===== config.mk =====
export PLATFORM = sky130hd
export DESIGN_NAME = pipeline_hazard_unit
export DESIGN_NICKNAME = d
export VERILOG_FILES = /design/src/rtl/pipe_pkg.sv /design/src/rtl/hazard_scoreboard.sv /design/src/rtl/pipeline_hazard_unit.sv
export SDC_FILE = /design/constraint.sdc
export NUM_CORES = 1
export LEC_CHECK = 0
export CAP_MARGIN = 5
export CELL_PAD_IN_SITES_DETAIL_PLACEMENT = 0
export CELL_PAD_IN_SITES_GLOBAL_PLACEMENT = 1
export CORE_MARGIN = 8
export CORE_UTILIZATION = 35
export DETAILED_ROUTE_END_ITERATION = 12
export GPL_TIMING_DRIVEN = 0
export PLACE_DENSITY_LB_ADDON = 0.1
export SKIP_LAST_GASP = 1
export SLEW_MARGIN = 10
export SYNTH_ARGS = -nofsm -noshare
export SYNTH_HDL_FRONTEND = slang
export SYNTH_SLANG_ARGS = --single-unit

===== constraint.sdc =====
create_clock -name clk -period 5.3 [get_ports clk]
set_input_delay 1.06 -clock clk [delete_from_list [all_inputs] [get_ports clk]]
set_output_delay 1.06 -clock clk [all_outputs]
set_load 0.005 [all_outputs]

===== src/rtl/pipe_pkg.sv =====
// Shared types for the pipeline hazard unit: scoreboard slot record, scoreboard ops, forward encoding.
package pipe_pkg;

    // Widest register address a scoreboard slot can hold; narrower addresses are zero-extended.
    localparam int unsigned SLOT_AW = 8;

    // Forward-select value meaning "take the operand from the register file".
    localparam int unsigned FWD_RF = 0;

    typedef struct packed {
        logic               valid;
        logic [SLOT_AW-1:0] dest;
        logic               reg_write;
        logic               is_load;
    } slot_t;

    // Per-cycle scoreboard update: insert ID, freeze, insert bubble, or branch squash.
    typedef enum logic [1:0] {
        SB_ADVANCE = 2'd0,
        SB_HOLD    = 2'd1,
        SB_BUBBLE  = 2'd2,
        SB_FLUSH   = 2'd3
    } sb_op_t;

    // A slot produces src when it is a live register write to a non-zero register equal to src.
    function automatic logic slot_hit(input slot_t s, input logic [SLOT_AW-1:0] src);
        return s.valid && s.reg_write && (s.dest != '0) && (s.dest == src);
    endfunction

endpackage


===== src/rtl/hazard_scoreboard.sv =====
// Shift register of in-flight destination records, one slot per post-ID stage, with per-slot match flags.
module hazard_scoreboard
    import pipe_pkg::*;
#(
    parameter int unsigned DEPTH   = 3,
    parameter int unsigned BR_SLOT = 1
) (
    input  logic               clk,
    input  logic               rst_n,
    input  sb_op_t             op_i,
    input  slot_t              ins_i,
    input  logic [SLOT_AW-1:0] src_a_i,
    input  logic [SLOT_AW-1:0] src_b_i,
    output logic [DEPTH-1:0]   match_a_o,
    output logic [DEPTH-1:0]   match_b_o,
    output logic               slot0_load_o,
    output logic               br_valid_o
);

    slot_t slots_q [DEPTH];
    slot_t slots_d [DEPTH];

    for (genvar k = 0; k < DEPTH; k++) begin : g_slot
        // Next value of slot k: youngest slot takes ID or a bubble; on a branch squash the
        // instructions younger than the branch are dropped as they move down.
        if (k == 0) begin : g_head
            assign slots_d[k] = (op_i == SB_ADVANCE) ? ins_i : '0;
        end else if (k <= BR_SLOT) begin : g_kill
            assign slots_d[k] = (op_i == SB_FLUSH) ? '0 : slots_q[k-1];
        end else begin : g_keep
            assign slots_d[k] = slots_q[k-1];
        end

        // Slot register; a freeze holds every slot in place.
        always_ff @(posedge clk or negedge rst_n) begin
            if (!rst_n) begin
                slots_q[k] <= '0;
            end else if (op_i != SB_HOLD) begin
                slots_q[k] <= slots_d[k];
            end
        end

        assign match_a_o[k] = slot_hit(slots_q[k], src_a_i);
        assign match_b_o[k] = slot_hit(slots_q[k], src_b_i);
    end

    assign slot0_load_o = slots_q[0].valid && slots_q[0].is_load;
    assign br_valid_o   = slots_q[BR_SLOT].valid;

endmodule


===== src/rtl/pipeline_hazard_unit.sv =====
// Hazard/forwarding controller: forward selects, load-use stall, branch flush, multi-cycle freeze.
module pipeline_hazard_unit
    import pipe_pkg::*;
#(
    parameter  int unsigned REG_AW     = 5,
    parameter  int unsigned FWD_DEPTH  = 3,
    parameter  int unsigned BR_SLOT    = 1,
    parameter  int unsigned MULDIV_LAT = 4,
    parameter  int unsigned SC_W       = 16,
    localparam int unsigned FS_W       = $clog2(FWD_DEPTH + 1)
) (
    input  logic              clk,
    input  logic              reset,
    input  logic              id_valid,
    input  logic [REG_AW-1:0] id_rs,
    input  logic [REG_AW-1:0] id_rt,
    input  logic              id_uses_rs,
    input  logic              id_uses_rt,
    input  logic [REG_AW-1:0] id_dest,
    input  logic              id_reg_write,
    input  logic              id_mem_read,
    input  logic              id_multi,
    input  logic              br_taken,
    output logic              stall_if,
    output logic              stall_id,
    output logic              flush_if_id,
    output logic              flush_id_ex,
    output logic              ex_hold,
    output logic [FS_W-1:0]   fwd_a_sel,
    output logic [FS_W-1:0]   fwd_b_sel,
    output logic [SC_W-1:0]   stall_cnt
);

    localparam int unsigned     MC_W    = (MULDIV_LAT > 1) ? $clog2(MULDIV_LAT) : 1;
    localparam logic [MC_W-1:0] MC_LOAD = MC_W'(MULDIV_LAT - 1);

    logic [MC_W-1:0]      mc_q, mc_d;
    logic [SC_W-1:0]      stall_cnt_q, stall_cnt_d;
    sb_op_t               sb_op;
    slot_t                ins;
    logic [SLOT_AW-1:0]   src_a, src_b;
    logic [FWD_DEPTH-1:0] match_a, match_b;
    logic                 slot0_load, br_valid;
    logic                 br_flush, luse;

    assign src_a = SLOT_AW'(id_rs);
    assign src_b = SLOT_AW'(id_rt);
    assign ins   = '{valid: id_valid, dest: SLOT_AW'(id_dest),
                     reg_write: id_reg_write, is_load: id_mem_read};

    hazard_scoreboard #(
        .DEPTH   (FWD_DEPTH),
        .BR_SLOT (BR_SLOT)
    ) u_sb (
        .clk          (clk),
        .rst_n        (reset),
        .op_i         (sb_op),
        .ins_i        (ins),
        .src_a_i      (src_a),
        .src_b_i      (src_b),
        .match_a_o    (match_a),
        .match_b_o    (match_b),
        .slot0_load_o (slot0_load),
        .br_valid_o   (br_valid)
    );

    // Youngest-match priority chain; index FWD_DEPTH is the register-file fallback.
    logic [FS_W-1:0] chain_a [FWD_DEPTH+1];
    logic [FS_W-1:0] chain_b [FWD_DEPTH+1];
    assign chain_a[FWD_DEPTH] = FS_W'(FWD_RF);
    assign chain_b[FWD_DEPTH] = FS_W'(FWD_RF);
    for (genvar k = 0; k < FWD_DEPTH; k++) begin : g_fwd
        assign chain_a[k] = (id_uses_rs && match_a[k]) ? FS_W'(k + 1) : chain_a[k+1];
        assign chain_b[k] = (id_uses_rt && match_b[k]) ? FS_W'(k + 1) : chain_b[k+1];
    end
    assign fwd_a_sel = chain_a[0];
    assign fwd_b_sel = chain_b[0];

    // A load in EX can only feed ID once it reaches MEM, so a dependent reader waits one cycle.
    assign luse     = id_valid && slot0_load &&
                      ((id_uses_rs && match_a[0]) || (id_uses_rt && match_b[0]));
    assign br_flush = br_taken && br_valid;

    // Per-cycle decision: branch flush > multi-cycle freeze > load-use stall > advance.
    always_comb begin
        stall_if    = 1'b0;
        stall_id    = 1'b0;
        flush_if_id = 1'b0;
        flush_id_ex = 1'b0;
        ex_hold     = 1'b0;
        sb_op       = SB_ADVANCE;
        mc_d        = mc_q;
        if (br_flush) begin
            flush_if_id = 1'b1;
            flush_id_ex = 1'b1;
            sb_op       = SB_FLUSH;
            mc_d        = '0;
        end else if (mc_q != '0) begin
            stall_if = 1'b1;
            stall_id = 1'b1;
            ex_hold  = 1'b1;
            sb_op    = SB_HOLD;
            mc_d     = mc_q - MC_W'(1);
        end else if (luse) begin
            stall_if    = 1'b1;
            stall_id    = 1'b1;
            flush_id_ex = 1'b1;
            sb_op       = SB_BUBBLE;
        end else if (id_valid && id_multi) begin
            mc_d = MC_LOAD;
        end
    end

    // Saturating count of front-end stall cycles.
    always_comb begin
        stall_cnt_d = stall_cnt_q;
        if (stall_if && (stall_cnt_q != '1)) begin
            stall_cnt_d = stall_cnt_q + SC_W'(1);
        end
    end

    // Multi-cycle countdown and stall counter registers.
    always_ff @(posedge clk or negedge reset) begin
        if (!reset) begin
            mc_q        <= '0;
            stall_cnt_q <= '0;
        end else begin
            mc_q        <= mc_d;
            stall_cnt_q <= stall_cnt_d;
        end
    end

    assign stall_cnt = stall_cnt_q;

endmodule


==> results of run 1 <==
-- cells by family after synthesis --
group                    Yosys count  synth area share
AND/OR/NAND/NOR                   65             0.153
XOR/XNOR                          44             0.182
flip-flops                        40             0.462
AO/OA/AOI/OAI                     22            0.0919
multiplexers                      16            0.0792
buffers and inverters             11            0.0208
adder cells (fa/ha/maj)            2            0.0116
-- registers in the layout (all words and copies together), names as in the netlist --
name	cells
u_sb.slots_q	15
stall_cnt	16
mc_q	2
u_sb.slots_d	6
u_sb.br_valid_o	1
-- report_power, final --
part | internal, mW | switching, mW
sequential | 0.410 | 0.138
clock | 0.140 | 0.104
combinational | 0.318 | 0.245
-- critical path, stage by stage --
cell and delay, ps:
clkdlybuf4s50_1 500, xor2_1 180, nor4_1 250, and3_2 260, o2111ai_4 190, a21oi_1 310, buf_4 160, clkdlybuf4s50_1 490
-- synth_stat cells --
cell,number
dfrtp_1,40
xnor2_1,24
xor2_1,19
nand2_1,14
nor2_1,14
nand3_1,10
mux2_2,9
a22o_1,8
nand4_1,8
mux2i_1,7
inv_1,5
nor3_1,4
nor4_1,4
clkbuf_1,3
or3_1,3
and3_1,2
and3_2,2
ha_1,2
o21ai_0,2
o311a_1,2
a211o_1,1
a211oi_1,1
a211oi_2,1
a21boi_0,1
a21oi_1,1
a22oi_1,1
a31o_2,1
and4_1,1
buf_1,1
buf_4,1
inv_2,1
nand2b_1,1
o2111ai_4,1
o211ai_1,1
o31ai_1,1
or3_4,1
or4_1,1
xnor2_2,1
-- area by class of cell --
cell class / instances / area (sq um) / area share
well taps: 75 / 93.8 / 0.0328
repair buffers: 49 / 495 / 0.173
clock buffers: 6 / 72.6 / 0.0254
flip-flops and latches: 40 / 1000 / 0.350
plain buffers: 5 / 22.5 / 0.00787
inverters: 6 / 22.5 / 0.00787
multi-input cells: 149 / 1120 / 0.391
clock inverters: 2 / 35.0 / 0.0122
-- how the worst min path moves through the flow --
stage | start | endpoint | slack (ps)
after floorplan | mc_q[0] | mc_q[0] | 450
after global placement | mc_q[0] | mc_q[0] | 460
after detailed placement | mc_q[0] | mc_q[0] | 470
after CTS | mc_q[0] | mc_q[0] | 480
after global routing | mc_q[0] | mc_q[0] | 520
final | mc_q[0] | mc_q[0] | 480
-- layer usage --
layer,track usage,up-vias
met5,0,-
met2,0.195,49
li1,-,817
met1,0.152,799
met4,0.0520,0
met3,0.0476,7
-- stage by stage --
stage	worst slack [ps]	cell area (sq um)
global placement	791	2740
detailed placement	816	2750
CTS	802	2860
floorplan	2010	2160
global route	685	2860
finish	836	2860
==> results.md, run 1 <==
* Run status: finished, final reports clean
* Clock Path Buffers at 2
* Total die area at roughly 0.0090 sq mm
* CP Capture Type: output pin
* CTS tree: done
* Hold-fix buffers, CTS at 0
* Layout Cells excl Fill at ~330
* Startpoint types: input port
* Post-DP HPWL at 4150 microns
* Met3 routed WL at 415 microns
* Crit path launch: id_rt[3]
* Highest Signal Layer: met4
* Number of iterations in the first detailed-routing pass at 4
* GPL Wtd Cong at 0.848
* Commonest non-fill, non-tap cells in the layout: clkdlybuf4s50_1, dfrtp_1, xnor2_1
* Total gr overflow at 0
* Overall Power at between 1 and 1.5 mW
* Clk slew on worst S/H paths at approximately 80 ps
* Final WL at ~5400 microns
* Filler cells at roughly 600
* Hold Path Depth at 1
* Boundary Pins at roughly 50
* Slew Viols, Final at 0
* PD cells at roughly 470 mW/mm^2
* Leading area contributor after synthesis: dfrtp_1
* Avg Synthesized Cell Area at between 10 and 15 sq um
* Crit path to: stall_if
* Fin util at 0.480
* Global Route Usage Sum at 0.125
* Insertion delay to the later sink of the worst-skew pair at roughly 290 ps
* R2R depth at 6
* Flop2flop setup slack at approximately 2800 ps
* WP data arrival at roughly 3400 ps
* Floorplan core area at between 0.005 and 0.006 sq mm
* Synth top area cells: dfrtp_1, xnor2_1, xor2_1
* Initial Utilization at 0.363
* Yosys reg bits at 40
* Crit path max fanout at 6
* Post-route ant nets at 0
* Setup violators final at 0
* Fin Setup TNS at 0 ps
* Global-route wire length before repair at between 8000 and 9000 microns
* Synthesized area at around 0.0022 sq mm
* Netlist cell types at 38
* Share of cells above drive strength 1 at 0.105
* Routed met2 length at 2530 microns
* Crit path kind: in2out
* Synth Net Count at approximately 230
* Most common cell after layout, fill and taps aside: clkdlybuf4s50_1
* Pleak at roughly 1.2 nW
* RSZ-0062 raised after global routing: no
* Final Hold Fails at 0
* Die H at around 95 microns
* Initial antenna violation count at 0
* Setup bufs post-CTS at 0
* Worst Path Required at 4240 ps
* Die width at between 90 and 100 microns
* Clk sinks at 40
* Critical R2R Capture: stall_cnt[1]
* Period utilization at 0.842
* Crit path time final at ~4500 ps
* Port buffer count at 48
* Vias in the first global route at around 1800
* Worst relative slew slack at 0.535
* Yosys warns at 0
* Routed WL per cell at approximately 16 microns
* Post-CTS sizing at 0
* Register area share after synthesis at 0.462
* Number of clock buffers inserted by TritonCTS at 5
* Peak VDD IR at about 0.27 mV
* Max-cap violations at 0
* Hold_ws at approximately 480 ps
* Cells after Synth at 200
* Worst slew pin tran at between 600 and 700 ps
* Area Growth Syn to Fin at 32.2%
* Worst Hold Class: reg2reg
* Inst Count DP at roughly 320
* Clock Skew at slightly above 7 ps
* Routed vias/inst at between 5 and 6
* Wl on met1 at ~2400 microns
* DR DRC count at 0
* Net count, final at 282
* Via count at roughly 1700
* # rows at 28
* CTS H-Tree Depth at 2
* Fmax at roughly 220 MHz
* Pin count of the biggest net entering global routing at 30
* Area share of the largest cell type after synthesis at 0.462
* Root Driver: clkbuf_8
* Reg2reg start: u_sb.slots_q[27]
* Number of DRC markers in iteration 0 at 54
* Ant. Diodes at 0
(Power assumes the default switching activity.)
==> run 2, diff against run 1 <==
==> constraint.sdc (replaced) <==
create_clock -name clk -period 4.6 [get_ports clk]
set_input_delay 0.92 -clock clk [delete_from_list [all_inputs] [get_ports clk]]
set_output_delay 0.92 -clock clk [all_outputs]
set_load 0.005 [all_outputs]
==> results of run 2 <==
The final DEF is identical to that of run 1. Status: finished, final reports clean.
Among the figures that moved: setup slack after placement 816 ps -> 396 ps; setup slack after layout 836 ps -> 416 ps; register-to-register setup slack 2750 ps -> 2050 ps; total power 1.35 mW -> 1.56 mW; worst IR drop on VDD 0.267 mV -> 0.308 mV
==> run 3, diff against run 2 <==
--- a/config.mk
+++ b/config.mk
@@ -5,7 +5,7 @@
 export SDC_FILE = /design/constraint.sdc
 export NUM_CORES = 1
 export LEC_CHECK = 0
-export CAP_MARGIN = 5
+export CAP_MARGIN = 0
 export CELL_PAD_IN_SITES_DETAIL_PLACEMENT = 0
 export CELL_PAD_IN_SITES_GLOBAL_PLACEMENT = 1
 export CORE_MARGIN = 8
==> results of run 3 <==
The final DEF is identical to that of run 1. Status: finished, final reports clean.
Among the figures that moved: setup slack after placement 816 ps -> 396 ps; setup slack after layout 836 ps -> 416 ps; register-to-register setup slack 2750 ps -> 2050 ps; total power 1.35 mW -> 1.56 mW; worst IR drop on VDD 0.267 mV -> 0.308 mV
